## config.mk

```make
export PLATFORM = sky130hd
export DESIGN_NAME = mem_access_unit_flat
export DESIGN_NICKNAME = d
export VERILOG_FILES = /design/src/rtl/mem_access_unit_pkg.sv /design/src/rtl/mem_access_unit_if.sv /design/src/rtl/mem_access_unit_load_formatter.sv /design/src/rtl/mem_access_unit.sv /design/src/flat_wrapper.sv
export SDC_FILE = /design/constraint.sdc
export NUM_CORES = 1
export LEC_CHECK = 0
export BUFFER_PORTS_ARGS = -buffer_cell sky130_fd_sc_hd__buf_2
export CORE_ASPECT_RATIO = 2
export CORE_MARGIN = 4
export CORE_UTILIZATION = 44
export DETAILED_ROUTE_END_ITERATION = 16
export PLACE_DENSITY_LB_ADDON = 0.3
export SYNTH_ARGS = -nofsm -noshare
export SYNTH_HDL_FRONTEND = slang
export SYNTH_HIERARCHICAL = 1
export SYNTH_SLANG_ARGS = --single-unit
```

## constraint.sdc

```tcl
create_clock -name CLK -period 1.8 [get_ports CLK]
set_input_delay 0.18 -clock CLK [delete_from_list [all_inputs] [get_ports CLK]]
set_output_delay 0.18 -clock CLK [all_outputs]
set_load 0.02 [all_outputs]
```

## src/rtl/mem_access_unit_pkg.sv

```systemverilog
// Shared definitions for the M-stage data access engine: size codes, FSM
// encoding, timeout defaults and lane helpers.
package mem_access_unit_pkg;

   localparam logic [1:0] SZ_BYTE = 2'b00;
   localparam logic [1:0] SZ_HALF = 2'b01;
   localparam logic [1:0] SZ_WORD = 2'b10;

   localparam int TIMEOUT_DEF = 16;
   localparam int CNT_W_DEF   = 5;

   typedef enum logic [1:0] {
      IDLE = 2'd0,
      BUSY = 2'd1,
      DONE = 2'd2
   } state_t;

   // Reserved size 2'b11 behaves as a word everywhere.
   function automatic logic is_misaligned(input logic [1:0] size, input logic [1:0] addr_lo);
      logic mis;
      case (size)
         SZ_BYTE: mis = 1'b0;
         SZ_HALF: mis = addr_lo[0];
         default: mis = (addr_lo != 2'b00);
      endcase
      return mis;
   endfunction

   function automatic logic [3:0] lane_enables(input logic [1:0] size, input logic [1:0] addr_lo);
      logic [3:0] be;
      case (size)
         SZ_BYTE: be = 4'b0001 << addr_lo;
         SZ_HALF: be = addr_lo[1] ? 4'b1100 : 4'b0011;
         default: be = 4'b1111;
      endcase
      return be;
   endfunction

   function automatic logic [31:0] lane_data(input logic [1:0] size, input logic [31:0] wdata);
      logic [31:0] d;
      case (size)
         SZ_BYTE: d = {4{wdata[7:0]}};
         SZ_HALF: d = {2{wdata[15:0]}};
         default: d = wdata;
      endcase
      return d;
   endfunction

endpackage

```

## src/rtl/mem_access_unit_if.sv

```systemverilog
// Data-bus interface between the access engine (master) and memory (slave).
interface mem_access_unit_if;
   import mem_access_unit_pkg::*;

   // req/ack: master raises bus_req with stable addr/we/be/wdata and holds it
   // until the cycle bus_ack = 1 (that cycle completes the transfer, rdata is
   // valid with it); ack is ignored whenever bus_req = 0.
   logic        bus_req;
   logic        bus_we;
   logic [31:0] bus_addr;
   logic [3:0]  bus_be;
   logic [31:0] bus_wdata;
   logic [31:0] bus_rdata;
   logic        bus_ack;

   modport master (
      output bus_req, bus_we, bus_addr, bus_be, bus_wdata,
      input  bus_rdata, bus_ack
   );

   modport slave (
      input  bus_req, bus_we, bus_addr, bus_be, bus_wdata,
      output bus_rdata, bus_ack
   );

endinterface

```

## src/rtl/mem_access_unit_load_formatter.sv

```systemverilog
// Selects the addressed byte/half of a read word and sign/zero extends it.
// Purely combinational; also used on the instruction-side path.
module load_formatter
   import mem_access_unit_pkg::*;
(
   input  logic [31:0] rdata,
   input  logic [1:0]  addr_lo,
   input  logic [1:0]  size,
   input  logic        sext,
   output logic [31:0] result
);

   logic [7:0]  byte_sel;
   logic [15:0] half_sel;

   always_comb begin
      byte_sel = rdata[{addr_lo, 3'b000} +: 8];
      half_sel = rdata[{addr_lo[1], 4'b0000} +: 16];
      case (size)
         SZ_BYTE: result = {{24{sext & byte_sel[7]}}, byte_sel};
         SZ_HALF: result = {{16{sext & half_sel[15]}}, half_sel};
         default: result = rdata;
      endcase
   end

endmodule

```

## src/rtl/mem_access_unit.sv

```systemverilog
// M-stage load/store engine: issues one word-aligned bus request per access,
// stalls the pipeline until ack or timeout, and registers formatted load data.
module mem_access_unit
   import mem_access_unit_pkg::*;
#(
   parameter int TIMEOUT = TIMEOUT_DEF,
   parameter int CNT_W   = CNT_W_DEF     // 2**CNT_W must exceed TIMEOUT
) (
   input  logic                  CLK,
   input  logic                  Resetn,
   input  logic                  MemRd_M,
   input  logic                  MemWr_M,
   input  logic [1:0]            MemSize_M,
   input  logic                  MemSext_M,
   input  logic [31:0]           ALUout_M,
   input  logic [31:0]           Wdata_M,
   output logic [31:0]           Do_M,
   output logic                  Stall_M,
   output logic                  AddrErr_M,
   output logic                  BusErr_M,
   mem_access_unit_if.master     bus,
   output state_t                dbg_state
);

   localparam logic [CNT_W-1:0] CNT_LAST = CNT_W'(TIMEOUT - 1);
   localparam logic [CNT_W-1:0] CNT_ONE  = CNT_W'(1);

   state_t            state_q, state_d;
   logic [CNT_W-1:0]  cnt_q, cnt_d;
   logic              req_q, req_d;
   logic              we_q, we_d;
   logic [31:0]       addr_q, addr_d;
   logic [3:0]        be_q, be_d;
   logic [31:0]       wdata_q, wdata_d;
   logic [1:0]        size_q, size_d;
   logic              sext_q, sext_d;
   logic [1:0]        alo_q, alo_d;
   logic [31:0]       do_q, do_d;
   logic              buserr_q, buserr_d;

   logic              access;
   logic              misaligned;
   logic              issue;
   logic [31:0]       fmt_data;

   assign access     = MemRd_M | MemWr_M;
   assign misaligned = is_misaligned(MemSize_M, ALUout_M[1:0]);
   assign issue      = access & ~misaligned;

   load_formatter u_fmt (
      .rdata   (bus.bus_rdata),
      .addr_lo (alo_q),
      .size    (size_q),
      .sext    (sext_q),
      .result  (fmt_data)
   );

   always_comb begin
      state_d  = state_q;
      cnt_d    = cnt_q;
      req_d    = req_q;
      we_d     = we_q;
      addr_d   = addr_q;
      be_d     = be_q;
      wdata_d  = wdata_q;
      size_d   = size_q;
      sext_d   = sext_q;
      alo_d    = alo_q;
      do_d     = do_q;
      buserr_d = buserr_q;

      case (state_q)
         IDLE: begin
            if (issue) begin
               state_d  = BUSY;
               req_d    = 1'b1;
               we_d     = MemWr_M;
               addr_d   = {ALUout_M[31:2], 2'b00};
               be_d     = lane_enables(MemSize_M, ALUout_M[1:0]);
               wdata_d  = lane_data(MemSize_M, Wdata_M);
               size_d   = MemSize_M;
               sext_d   = MemSext_M;
               alo_d    = ALUout_M[1:0];
               cnt_d    = '0;
               buserr_d = 1'b0;
            end
         end
         BUSY: begin
            cnt_d = cnt_q + CNT_ONE;
            if (bus.bus_ack) begin
               req_d   = 1'b0;
               state_d = DONE;
               // A write (including rd+wr together) never captures load data.
               if (!we_q) begin
                  do_d = fmt_data;
               end
            end else if (cnt_q == CNT_LAST) begin
               req_d    = 1'b0;
               buserr_d = 1'b1;
               do_d     = '0;
               state_d  = DONE;
            end
         end
         DONE: begin
            state_d = IDLE;
         end
         default: begin
            state_d = IDLE;
            req_d   = 1'b0;
         end
      endcase
   end

   always_ff @(posedge CLK) begin
      if (!Resetn) begin
         state_q  <= IDLE;
         cnt_q    <= '0;
         req_q    <= 1'b0;
         we_q     <= 1'b0;
         addr_q   <= '0;
         be_q     <= '0;
         wdata_q  <= '0;
         size_q   <= SZ_BYTE;
         sext_q   <= 1'b0;
         alo_q    <= '0;
         do_q     <= '0;
         buserr_q <= 1'b0;
      end else begin
         state_q  <= state_d;
         cnt_q    <= cnt_d;
         req_q    <= req_d;
         we_q     <= we_d;
         addr_q   <= addr_d;
         be_q     <= be_d;
         wdata_q  <= wdata_d;
         size_q   <= size_d;
         sext_q   <= sext_d;
         alo_q    <= alo_d;
         do_q     <= do_d;
         buserr_q <= buserr_d;
      end
   end

   assign Stall_M       = ((state_q == IDLE) & issue) | (state_q == BUSY);
   assign AddrErr_M     = access & misaligned;
   assign Do_M          = do_q;
   assign BusErr_M      = buserr_q;
   assign dbg_state     = state_q;

   assign bus.bus_req   = req_q;
   assign bus.bus_we    = we_q;
   assign bus.bus_addr  = addr_q;
   assign bus.bus_be    = be_q;
   assign bus.bus_wdata = wdata_q;

endmodule

```

## src/flat_wrapper.sv

```systemverilog
// flat-port wrapper written by rule: the top's interface ports become plain ports
module mem_access_unit_flat import mem_access_unit_pkg::*;
#(
   parameter int TIMEOUT = TIMEOUT_DEF,
   parameter int CNT_W   = CNT_W_DEF                                    
)
  (CLK, Resetn, MemRd_M, MemWr_M, MemSize_M, MemSext_M, ALUout_M, Wdata_M, Do_M, Stall_M, AddrErr_M, BusErr_M, dbg_state, bus_bus_req, bus_bus_we, bus_bus_addr, bus_bus_be, bus_bus_wdata, bus_bus_rdata, bus_bus_ack);
  mem_access_unit_if bus_i ();
  input  logic CLK;
  input  logic Resetn;
  input  logic MemRd_M;
  input  logic MemWr_M;
  input  logic [1:0] MemSize_M;
  input  logic MemSext_M;
  input  logic [31:0] ALUout_M;
  input  logic [31:0] Wdata_M;
  output logic [31:0] Do_M;
  output logic Stall_M;
  output logic AddrErr_M;
  output logic BusErr_M;
  output state_t dbg_state;
  output wire logic [$bits(bus_i.bus_req)-1:0] bus_bus_req;
  output wire logic [$bits(bus_i.bus_we)-1:0] bus_bus_we;
  output wire logic [$bits(bus_i.bus_addr)-1:0] bus_bus_addr;
  output wire logic [$bits(bus_i.bus_be)-1:0] bus_bus_be;
  output wire logic [$bits(bus_i.bus_wdata)-1:0] bus_bus_wdata;
  input wire logic [$bits(bus_i.bus_rdata)-1:0] bus_bus_rdata;
  input wire logic [$bits(bus_i.bus_ack)-1:0] bus_bus_ack;
  assign bus_bus_req = bus_i.bus_req;
  assign bus_bus_we = bus_i.bus_we;
  assign bus_bus_addr = bus_i.bus_addr;
  assign bus_bus_be = bus_i.bus_be;
  assign bus_bus_wdata = bus_i.bus_wdata;
  assign bus_i.bus_rdata = bus_bus_rdata;
  assign bus_i.bus_ack = bus_bus_ack;
  mem_access_unit #(.TIMEOUT(TIMEOUT), .CNT_W(CNT_W)) u_core (.CLK(CLK), .Resetn(Resetn), .MemRd_M(MemRd_M), .MemWr_M(MemWr_M), .MemSize_M(MemSize_M), .MemSext_M(MemSext_M), .ALUout_M(ALUout_M), .Wdata_M(Wdata_M), .Do_M(Do_M), .Stall_M(Stall_M), .AddrErr_M(AddrErr_M), .BusErr_M(BusErr_M), .bus(bus_i), .dbg_state(dbg_state));
endmodule
```

==> results of run 1 <==
registers in the layout (all words and copies together) (netlist names), 2 cells and up:
signal / cells
u_core/cnt_q: 5
u_core/Do_M: 32
u_core/bus.bus_be: 4
u_core/bus.bus_wdata: 32
u_core/bus.bus_addr: 30
u_core/dbg_state: 2
u_core/alo_q: 2
u_core/size_q: 2
repair_timing:
action,4_1_cts,5_1_grt
hold buffers,25,0
resized for setup,0,15
endpoints found under the hold margin,25,0
setup endpoints to repair,0,33
setup buffers,0,1
placed cells by master, fill, tap and decap left out, types with 9 or more instances in the layout:
cell | Yosys | final
nand3_1 | 37 | 37
o21ai_0 | 19 | 18
a211oi_2 | 16 | 16
dlygate4sd3_1 | 0 | 25
mux2_2 | 9 | 9
nor2b_1 | 12 | 11
a21oi_1 | 110 | 107
nor2_1 | 32 | 32
clkbuf_16 | 0 | 19
dfxtp_1 | 113 | 110
a21oi_2 | 12 | 14
mux2i_1 | 26 | 26
nand2_1 | 172 | 172
buf_2 | 20 | 208
buf_4 | 10 | 23
where the power goes:
group | leakage, nW | internal (mW) | total [mW] | switching, mW
clock network | 0.284 | 2.08 | 3.40 | 1.32
registers | 0.924 | 2.65 | 2.74 | 0.0882
logic | 2.09 | 0.580 | 1.49 | 0.908
routing by layer:
| layer | part of all wire (%) | vias up | wire (microns) | track usage (%) |
|---|---|---|---|---|
| met5 | 0 | - | 0 | 0 |
| met2 | 54 | 242 | 9579 | 44.76 |
| li1 | - | 2728 | - | - |
| met3 | 7.1 | 59 | 1272 | 7.646 |
| met1 | 34 | 2572 | 6161 | 24.77 |
| met4 | 5.0 | 0 | 887 | 11.60 |
cells by family after synthesis:
logic type               after synthesis  share of synthesized area (%)
AND/OR/NAND/NOR                      276                          22.32
multiplexers                          35                          6.878
flip-flops                           113                          43.03
AO/OA/AOI/OAI                        177                          21.18
other                                  1                        0.07133
buffers and inverters                 63                          6.044
adder cells (fa/ha/maj)                2                         0.4759
critical path: cells and delay by family, from the launching register on:
kind	cells	cell delay, ns
buffers and inverters	2	0.29
AOI/OAI and AO/OA	2	0.34
adders and majority gates	2	0.36
and+or+nand+nor	3	0.32
DFF	1	0.37
final cells by class:
cell class / count / area, sq um
Fill cell: 1033 / 4222
Multi-Input combinational cell: 492 / 2748
Sequential cell: 113 / 2268
Timing Repair Buffer: 266 / 1665
Clock buffer: 17 / 425.4
Tap cell: 145 / 181.4
Clock inverter: 15 / 172.7
Inverter: 4 / 16.27
Antenna cell: 1 / 2.502
per-stage QoR:
step	power (mW)	setup slack, ns
2_1_floorplan	3.674	0.09085
3_3_place_gp	4.168	0.06714
3_5_place_dp	4.183	0.05310
4_1_cts	7.644	0.01133
5_1_grt	7.939	-0.02000
6_report	7.634	0.04199
worst min path at each step:
stage | slack [ns] | startpoint | end | cells past startpoint
floorplan | 0.32 | Resetn | u_core/BusErr_M$_SDFFE_PN0P_ | 2
global placement | 0.42 | ALUout_M[12] | u_core/bus.bus_addr[12]$_SDFFE_PN0P_ | 3
detailed placement | 0.42 | ALUout_M[6] | u_core/bus.bus_addr[6]$_SDFFE_PN0P_ | 3
CTS | 0.004 | ALUout_M[18] | u_core/bus.bus_addr[18]$_SDFFE_PN0P_ | 3
global route | 0.01 | ALUout_M[30] | u_core/bus.bus_addr[30]$_SDFFE_PN0P_ | 3
finish | 0.02 | ALUout_M[28] | u_core/bus.bus_addr[28]$_SDFFE_PN0P_ | 3
==> results.md, run 1 <==
- Clock slew at reported path FFs: 0.06 ns
- #FFs+latches synth: approximately 110
- Port buffer count: 208
- Layout Nets: ~1.0k
- Post-synth EDFFs: 0
- CTS max path bufs: 2
- Synth cell types: 42
- Crit Reg-Reg Startpoint: u_core/cnt_q[0]$_SDFFE_PN0P_
- Detailed Route Iter0 Violations: 320
- Worst Setup SP: u_core/cnt_q[0]$_SDFFE_PN0P_
- Syn. warnings: 6
- Largest area contributor in the netlist: dfxtp_1
- Die W: 85.30 microns
- Setup TNS: 0 ns
- Tmin final: between 1.5 and 2 ns
- Average size of a mapped cell: a little under 8 sq um
- TritonCTS clock tree: yes
- Worst Path Required: roughly 2.1 ns
- Core area: 0.01170 sq mm
- Synthesized area: ~0.0053 sq mm
- Initial antenna violation count: 1
- Worst hold path type: in2reg
- Post-Layout Cell Count: 1053
- Crit Path Max Fanout: 8
- Worst Path Arrival: 2.09 ns
- Asr flop ratio synth: 0%
- Final Cycle Share: 97.67%
- Drt wl/cell: 17.00 microns
- Top cell type's share of synthesized area: 43.03%
- CP endpoint: u_core/Do_M[7]$_SDFFE_PN0P_
- Worst-Skew Late Latency: 0.41 ns
- Final instance area: 0.007480 sq mm
- Post-Route WL: 17900 microns
- Crit Path Category: reg2reg
- Startpoint Class: register
- DP Cell Count: 991
- R2r setup slk: between 0.04 and 0.05 ns
- Global-route wire length before repair: ~27000 microns
- GPL Wtd Cong: 0.9208
- Slowest CP cell: dfxtp_2
- FMAX: 0.5688 GHz
- CP peak stage delay: 0.37 ns
- Drt pass-1 iters: 5
- Vias per cell: 5.319
- Top post-synthesis cells by count: nand2_1, dfxtp_1, a21oi_1, nand3_1, nor2_1
- CTS HTree Levels: 4
- Chip height: 162.6 microns
- Initial Utilization: 44.93%
- ANT nets after route: 0
- GRT Util Overall: around 25%
- Syn Inst Count: 667
- Reg2reg end: u_core/Do_M[7]$_SDFFE_PN0P_
- Crit path cell chain: ha_4 -> and3_1 -> ha_2 -> nand2b_4 -> a21oi_4 -> buf_12 -> clkbuf_16 -> nand3_1 -> a21oi_1
- Vias: 5601
- Hold_ws: about 0.019 ns
- Power per cell area: 1021 mW/mm^2
- Top post-synthesis cells by area: dfxtp_1, nand2_1, a21oi_1, mux2i_1, a211oi_2
- Rows: 56
- Num ports: roughly 210
- Outcome: completed
- Setup crit end kind: register
- Die ar.: roughly 0.014 sq mm
- Final hold vios: 0
- Clock Skew: 0.009785 ns
- Seq/Total Area, Yosys: 43.03%
- Grt ovf: 0
- HPWL Detailed: 12210 microns
- CTS Buf Count: 17
- DR DRC count: 0
- Area Growth Syn to Fin: 42.27%
- Max Slew Vio Count: 0
- Most numerous cell in the Yosys netlist: nand2_1
- Reg2reg path depth: 9
- Peak VDD IR: 0.0007248 V
- Largest net degree at the start of global routing: 48
- Sinks on Clock Net: 113
- Max_cap viols: 0
- Vias in the first global route: 5390
- Layout cells sized above 1: 36.16%
- Final Util: 63.92%
- Placed instance area: roughly 0.0065 sq mm
- Most used DFF post-synth: dfxtp_1
- # setup viols final: 0
- Pleak: approximately 3.3 nW
- Root Buffer: clkbuf_16
No activity file was read; power rests on OpenSTA's default activity.
==> inputs of run 2 (changes only) <==
--- a/config.mk
+++ b/config.mk
@@ -8,7 +8,7 @@
 export BUFFER_PORTS_ARGS = -buffer_cell sky130_fd_sc_hd__buf_2
 export CORE_ASPECT_RATIO = 2
 export CORE_MARGIN = 4
-export CORE_UTILIZATION = 44
+export CORE_UTILIZATION = 49
 export DETAILED_ROUTE_END_ITERATION = 16
 export PLACE_DENSITY_LB_ADDON = 0.3
 export SYNTH_ARGS = -nofsm -noshare
==> constraint.sdc (replaced) <==
create_clock -name CLK -period 1.85 [get_ports CLK]
set_input_delay 0.185 -clock CLK [delete_from_list [all_inputs] [get_ports CLK]]
set_output_delay 0.185 -clock CLK [all_outputs]
set_load 0.02 [all_outputs]
==> results.md, run 2 (same netlist as run 1, synthesis figures left out) <==
- Area Growth Syn to Fin: 36.44%
- Vias: 5622 (+0.37%)
- Post-Layout Cell Count: 1020 (-3.1%)
- Initial antenna violation count: 1 (unchanged)
- Global-route wire length before repair: 26230 microns (-2.3%)
- ANT nets after route: 0 (unchanged)
- Sequential share of power: 37.4% (+1.5 points)
- Most frequent cells in the layout: buf_2, nand2_1, dfxtp_1, a21oi_1, nand3_1
- Outcome: completed
- Switching Fraction: 30.52% (+0.14 points)
- GPL Wtd Cong: 0.8952 (-2.8%)
- Final worst setup slack: 0.03515 ns (-0.006837 ns)
- Max_cap viols: 0 (unchanged)
- CTS Buf Count: 17 (unchanged)
- Power per cell area: 996.7 mW/mm^2 (-2.3%)
- Worst Path Required: 2.18 ns (+0.05 ns)
- Crit Path Max Fanout: 8 (unchanged)
- Detailed Route Iter0 Violations: 281 (-12%)
- P_int: 4.968 mW (-6.5%)
- Initial Utilization: 50.18% (+5.2 points)
- GRT Util Overall: 26.80% (+2.3 points)
- Num ports: 211 (unchanged)
- Footprint of the multi-input gates: 0.002751 sq mm (+0.14%)
- Layout Nets: 975 (-2.5%)
- # fillers: 931 (-9.9%)
- Largest net degree at the start of global routing: 40 (-17%)
- Max_slew headroom: 65.81%
- Crit Path Category: reg2reg
- Peak VDD IR: 0.0008459 V (+17%)
- Leading cell type in the layout, fill and taps excluded: buf_2
- Die W: 81.25 microns (-4.7%)
- Drt pass-1 iters: 5 (unchanged)
- Placement Setup Slack: 0.02698 ns (-0.02612 ns)
- Worst-Skew Late Latency: 0.40 ns (about the same)
- Switching power summed over all nets: 2.182 mW (-5.9%)
- Clock Skew: 0.007669 ns (-0.002115 ns)
- Clock slew at reported path FFs: 0.06 ns (about the same)
- Top sig layer: met4
- Chip height: 154.5 microns (-5.0%)
- Max Slew Vio Count: 0 (unchanged)
- HPWL Detailed: 12700 microns (+3.9%)
- Pleak: 3.176 nW (-3.8%)
- Final hold vios: 0 (unchanged)
- Post-Route WL: 17470 microns (-2.4%)
- Grt ovf: 0 (unchanged)
- CTS HTree Levels: 4 (unchanged)
- Final Cycle Share: 98.10% (+0.43 points)
- Root Buffer: clkbuf_16
- TritonCTS clock tree: yes
- Register area: 0.002268 sq mm (unchanged)
- Slew of the pin with the lowest slew margin: 0.5129 ns
- Sinks on Clock Net: 113 (unchanged)
- Post-CTS Setup Inserts: 0 (unchanged)
- DR DRC count: 0 (unchanged)
- Final Util: 68.46% (+4.5 points)
- Met2 wire len: 9491 microns (-0.92%)
- Clk pwr share: 43.1% (-1.5 points)
- Tmin final: 1.815 ns (+0.05684 ns)
- WL met1: 5591 microns (-9.3%)
- Die ar.: 0.01255 sq mm (-9.5%)
- Worst Path Arrival: 2.14 ns (+0.05 ns)
- CTS max path bufs: 2 (unchanged)
- Drt wl/cell: 17.12 microns (+0.74%)
- Layout cells sized above 1: 36.51% (+0.34 points)
- Setup crit end kind: register
- Vias in the first global route: 5641 (+4.7%)
- Met3 Wirelength: 1282 microns (+0.79%)
- Port buffer count: 208 (unchanged)
- Startpoint Class: register
- Gate power share: 19.4% (about the same)
- # setup viols final: 0 (unchanged)
- Vias per cell: 5.512 (+3.6%)
- DP Cell Count: 980 (-1.1%)
- Worst hold path type: in2reg
- FMAX: 0.5510 GHz (-3.1%)
- Rows: 53 (-5.4%)
- Core area: 0.01048 sq mm (-10%)
-- run 2: cell types whose count changed in the layout (fill, tap and decap cells not counted), sizes merged --
cell         change
buf              -4
bufinv           -1
clkinv           +7
clkinvlp         -1
dlygate4sd3     -21
inv              -5
-- run 2: layout make-up --
| class | count | area share [%] |
|---|---|---|
| inverter | 4 | 0.2268 |
| clock buffer | 17 | 5.931 |
| antenna | 1 | 0.03489 |
| sequential | 113 | 31.62 |
| clock inverter | 15 | 1.919 |
| timing repair buffer | 241 | 19.52 |
| multi-input combinational | 492 | 38.36 |
| tap | 137 | 2.390 |
-- run 2: final timing paths --
| kind | from | end | slack, ns | depth (start not counted) |
|---|---|---|---|---|
| worst max-delay path | u_core/alo_q[0]$_SDFFE_PN0P_ | u_core/Do_M[12]$_SDFFE_PN0P_ | 0.04 | 7 |
| worst max register to register | u_core/alo_q[0]$_SDFFE_PN0P_ | u_core/Do_M[12]$_SDFFE_PN0P_ | 0.04 | 7 |
| worst min register to register | u_core/Do_M[5]$_SDFFE_PN0P_ | u_core/Do_M[5]$_SDFFE_PN0P_ | 0.45 | 2 |
| worst min-delay path | ALUout_M[10] | u_core/bus.bus_addr[10]$_SDFFE_PN0P_ | 0.02 | 3 |
-- run 2: per-stage QoR --
stage	instance area, sq um	power [mW]	TNS, ns	hold slack [ns]
after floorplan	5261	3.575	0	0.3207
after global placement	6446	4.022	0	0.4255
after detailed placement	6446	4.066	0	0.4328
after CTS	7049	7.166	0	0.0005764
after global routing	7173	7.430	-0.07672	0.01301
final	7173	7.149	0	0.01920
-- run 2: per-layer routing --
layer	up-vias	global-route usage [%]
li1	2676	-
met1	2581	24.82
met2	290	48.29
met3	75	6.876
met4	0	19.50
met5	-	0
-- run 2: power by group through the flow --
stage,Combinational [mW],Sequential (mW),Clock [mW]
after floorplan,0.698,2.88,0
after detailed placement,1.34,2.72,0
after global placement,1.31,2.71,0
after CTS,1.35,2.67,3.14
after global routing,1.49,2.69,3.24
final,1.39,2.68,3.08
-- run 2: critical path, stage by stage (launching register included) --
cell and delay [ns]:
dfxtp_1 0.47, mux2i_1 0.15, nor4b_2 0.27, nor2_1 0.07, buf_4 0.17, a21oi_1 0.32
nand3_1 0.15, a21oi_1 0.15
-- run 2: timing repair --
action,CTS,global route
hold buffers,4,0
endpoints found under the setup margin,0,32
gates resized for setup,0,13
endpoints found under the hold margin,4,0
==> inputs of run 3 (changes only) <==
--- a/config.mk
+++ b/config.mk
@@ -9,8 +9,10 @@
 export CORE_ASPECT_RATIO = 2
 export CORE_MARGIN = 4
 export CORE_UTILIZATION = 49
+export CTS_CLUSTER_SIZE = 40
 export DETAILED_ROUTE_END_ITERATION = 16
 export PLACE_DENSITY_LB_ADDON = 0.3
+export RECOVER_POWER = 25
 export SYNTH_ARGS = -nofsm -noshare
 export SYNTH_HDL_FRONTEND = slang
 export SYNTH_HIERARCHICAL = 1
==> constraint.sdc (replaced) <==
create_clock -name CLK -period 1.92 [get_ports CLK]
set_input_delay 0.192 -clock CLK [delete_from_list [all_inputs] [get_ports CLK]]
set_output_delay 0.192 -clock CLK [all_outputs]
set_load 0.02 [all_outputs]
==> results.md, run 3 (same netlist as run 1, synthesis figures left out) <==
- Sinks on Clock Net: 113 (unchanged)
- Post_cts resized: 0 (unchanged)
- Power per cell area: 993.0 mW/mm^2 (-0.37%)
- Global-route wire length before repair: 26000 microns (-0.87%)
- Slew of the pin with the lowest slew margin: 0.5455 ns (+0.03266 ns)
- Area Growth Syn to Fin: 34.29%
- Worst hold path type: in2reg
- ANT nets after route: 0 (unchanged)
- Drt pass-1 iters: 11 (+6)
- Die ar.: 0.01255 sq mm (unchanged)
- WHS Endpoint: u_core/bus.bus_addr[26]$_SDFFE_PN0P_
- Hold-fix buffers, CTS: 0 (-4)
- Clock slew at reported path FFs: 0.06 ns (about the same)
- DR DRC count: 1 (+1)
- Max Slew Vio Count: 0 (unchanged)
- Peak VDD IR: 0.0007520 V (-11%)
- Setup repair after global routing missed its margin: no
- TritonCTS clock tree: yes
- Worst-Skew Late Latency: 0.41 ns (about the same)
- Crit Path Max Fanout: 16 (+8)
- Setup crit end kind: register
- Core area: 0.01048 sq mm (unchanged)
- Root Buffer: clkbuf_16
- Final instance area: 0.007061 sq mm (-1.6%)
- Placed instance area: 0.006484 sq mm (+0.58%)
- Crit Reg-Reg Startpoint: u_core/cnt_q[1]$_SDFFE_PN0P_
- Hold Path Depth: 3 (unchanged)
- Max_slew headroom: 63.46% (-2.4 points)
- GPL Wtd Cong: 0.9204 (+2.8%)
- Most frequent cell on the critical path: ha_2
- Worst Path Arrival: 2.16 ns (+0.02 ns)
- Worst Path Required: 2.25 ns (+0.07 ns)
- Die W: 81.25 microns (unchanged)
- Final hold vios: 0 (unchanged)
- Drt wl/cell: 16.52 microns (-3.5%)
- Layout Nets: 969 (-0.62%)
- Reg2reg end: u_core/Do_M[18]$_SDFFE_PN0P_
- CP top delay family: adder cells
- CTS HTree Levels: 4 (unchanged)
- Post-Route WL: 16750 microns (-4.1%)
- Final Cycle Share: 95.30% (-2.8 points)
- Chip height: 154.5 microns (unchanged)
- Pleak: 2.942 nW (-7.4%)
- Leading cell type in the layout, fill and taps excluded: nand2_1
- Buffer and inverter count on the worst path: 1 (unchanged)
- Vias per cell: 5.471 (-0.73%)
- Hold_ws: 0.02476 ns (+0.005556 ns)
- Startpoint Class: register
- Rows: 53 (unchanged)
- Num ports: 211 (unchanged)
- Slowest CP cell: dfxtp_1
- CTS max path bufs: 2 (unchanged)
- Vias: 5548 (-1.3%)
- Grt ovf: 0 (unchanged)
- CP peak stage delay: 0.37 ns (-0.10 ns)
- Largest net degree at the start of global routing: 78 (+95%)
- Vias in the first global route: 5506 (-2.4%)
- # setup viols final: 0 (unchanged)
- Clock Skew: 0.01092 ns (+0.003249 ns)
- Failing checks: DRC
- Max_cap viols: 0 (unchanged)
- Most frequent cells in the layout: nand2_1, buf_2, dfxtp_1, a21oi_1, clkbuf_1
- Port buffer count: 208 (unchanged)
- GRT Util Overall: 26.55% (-0.24 points)
- Setup TNS: 0 ns (unchanged)
- Outcome: finished with violations
- Crit path cell chain: ha_2 -> and3_1 -> ha_2 -> nand2b_4 -> a21oi_4 -> clkbuf_16 -> nand3_1 -> a21oi_1
- R2r setup slk: 0.09 ns (+0.06 ns)
- CTS Buf Count: 17 (unchanged)
- Min-delay src: ALUout_M[26]
- Initial Utilization: 50.18% (unchanged)
- Post-CTS Setup Inserts: 0 (unchanged)
- Detailed Route Iter0 Violations: 233 (-17%)
- Initial antenna violation count: 1 (unchanged)
- Layout cells sized above 1: 29.91% (-6.6 points)
- HPWL Detailed: 12390 microns (-2.4%)
- Reg2reg path depth: 8 (+1)
- FMAX: 0.5465 GHz (-0.82%)
- Tmin final: 1.830 ns (+0.01496 ns)
- Crit Path Category: reg2reg
run 3: per-stage QoR:
step	instances	utilization, %	power [mW]	setup WS [ns]
2_1_floorplan	668	-	3.444	0.2109
3_3_place_gp	980	61.88	3.890	0.2406
3_5_place_dp	980	61.88	3.926	0.06254
4_1_cts	1012	67.55	7.060	0.05223
5_1_grt	1014	67.39	7.307	0.02329
6_report	1014	67.39	7.011	0.09019
run 3: cell type report:
| type | instances | area (sq um) |
|---|---|---|
| Timing Repair Buffer | 235 | 1294 |
| Tap cell | 137 | 171.4 |
| Antenna cell | 1 | 2.502 |
| Multi-Input combinational cell | 492 | 2718 |
| Clock buffer | 18 | 439.2 |
| Clock inverter | 14 | 155.1 |
| Fill cell | 982 | 3417 |
| Sequential cell | 113 | 2265 |
| Inverter | 4 | 16.27 |
run 3: worst max-delay path by stage:
stage | startpoint | endpoint | slack, ns | depth (start not counted)
after floorplan | u_core/cnt_q[0]$_SDFFE_PN0P_ | u_core/Do_M[12]$_SDFFE_PN0P_ | 0.21 | 8
after global placement | u_core/cnt_q[0]$_SDFFE_PN0P_ | u_core/Do_M[16]$_SDFFE_PN0P_ | 0.24 | 8
after detailed placement | u_core/cnt_q[0]$_SDFFE_PN0P_ | u_core/Do_M[27]$_SDFFE_PN0P_ | 0.06 | 8
after CTS | u_core/cnt_q[0]$_SDFFE_PN0P_ | u_core/Do_M[27]$_SDFFE_PN0P_ | 0.05 | 8
after global routing | u_core/cnt_q[1]$_SDFFE_PN0P_ | u_core/Do_M[15]$_SDFFE_PN0P_ | 0.02 | 8
final | u_core/cnt_q[1]$_SDFFE_PN0P_ | u_core/Do_M[18]$_SDFFE_PN0P_ | 0.09 | 8
run 3: power by group:
group,internal [mW],switching (mW),total [mW]
clock,1.96,1.16,3.12
sequential,2.49,0.0900,2.58
combinational,0.488,0.820,1.31
run 3: worst register-to-register path: stages (launching register included):
cell and delay [ns]:
dfxtp_1 0.37, ha_2 0.20, and3_1 0.16, ha_2 0.24
nand2b_4 0.09, a21oi_4 0.23, clkbuf_16 0.22, nand3_1 0.10
a21oi_1 0.16
run 3: routing by layer:
metal	wire length, microns	vias up	global-route usage, %
met5	0	-	0
met4	740	0	15.39
met3	1146	45	6.760
met2	9255	242	48.29
met1	5605	2593	26.01
li1	-	2668	-
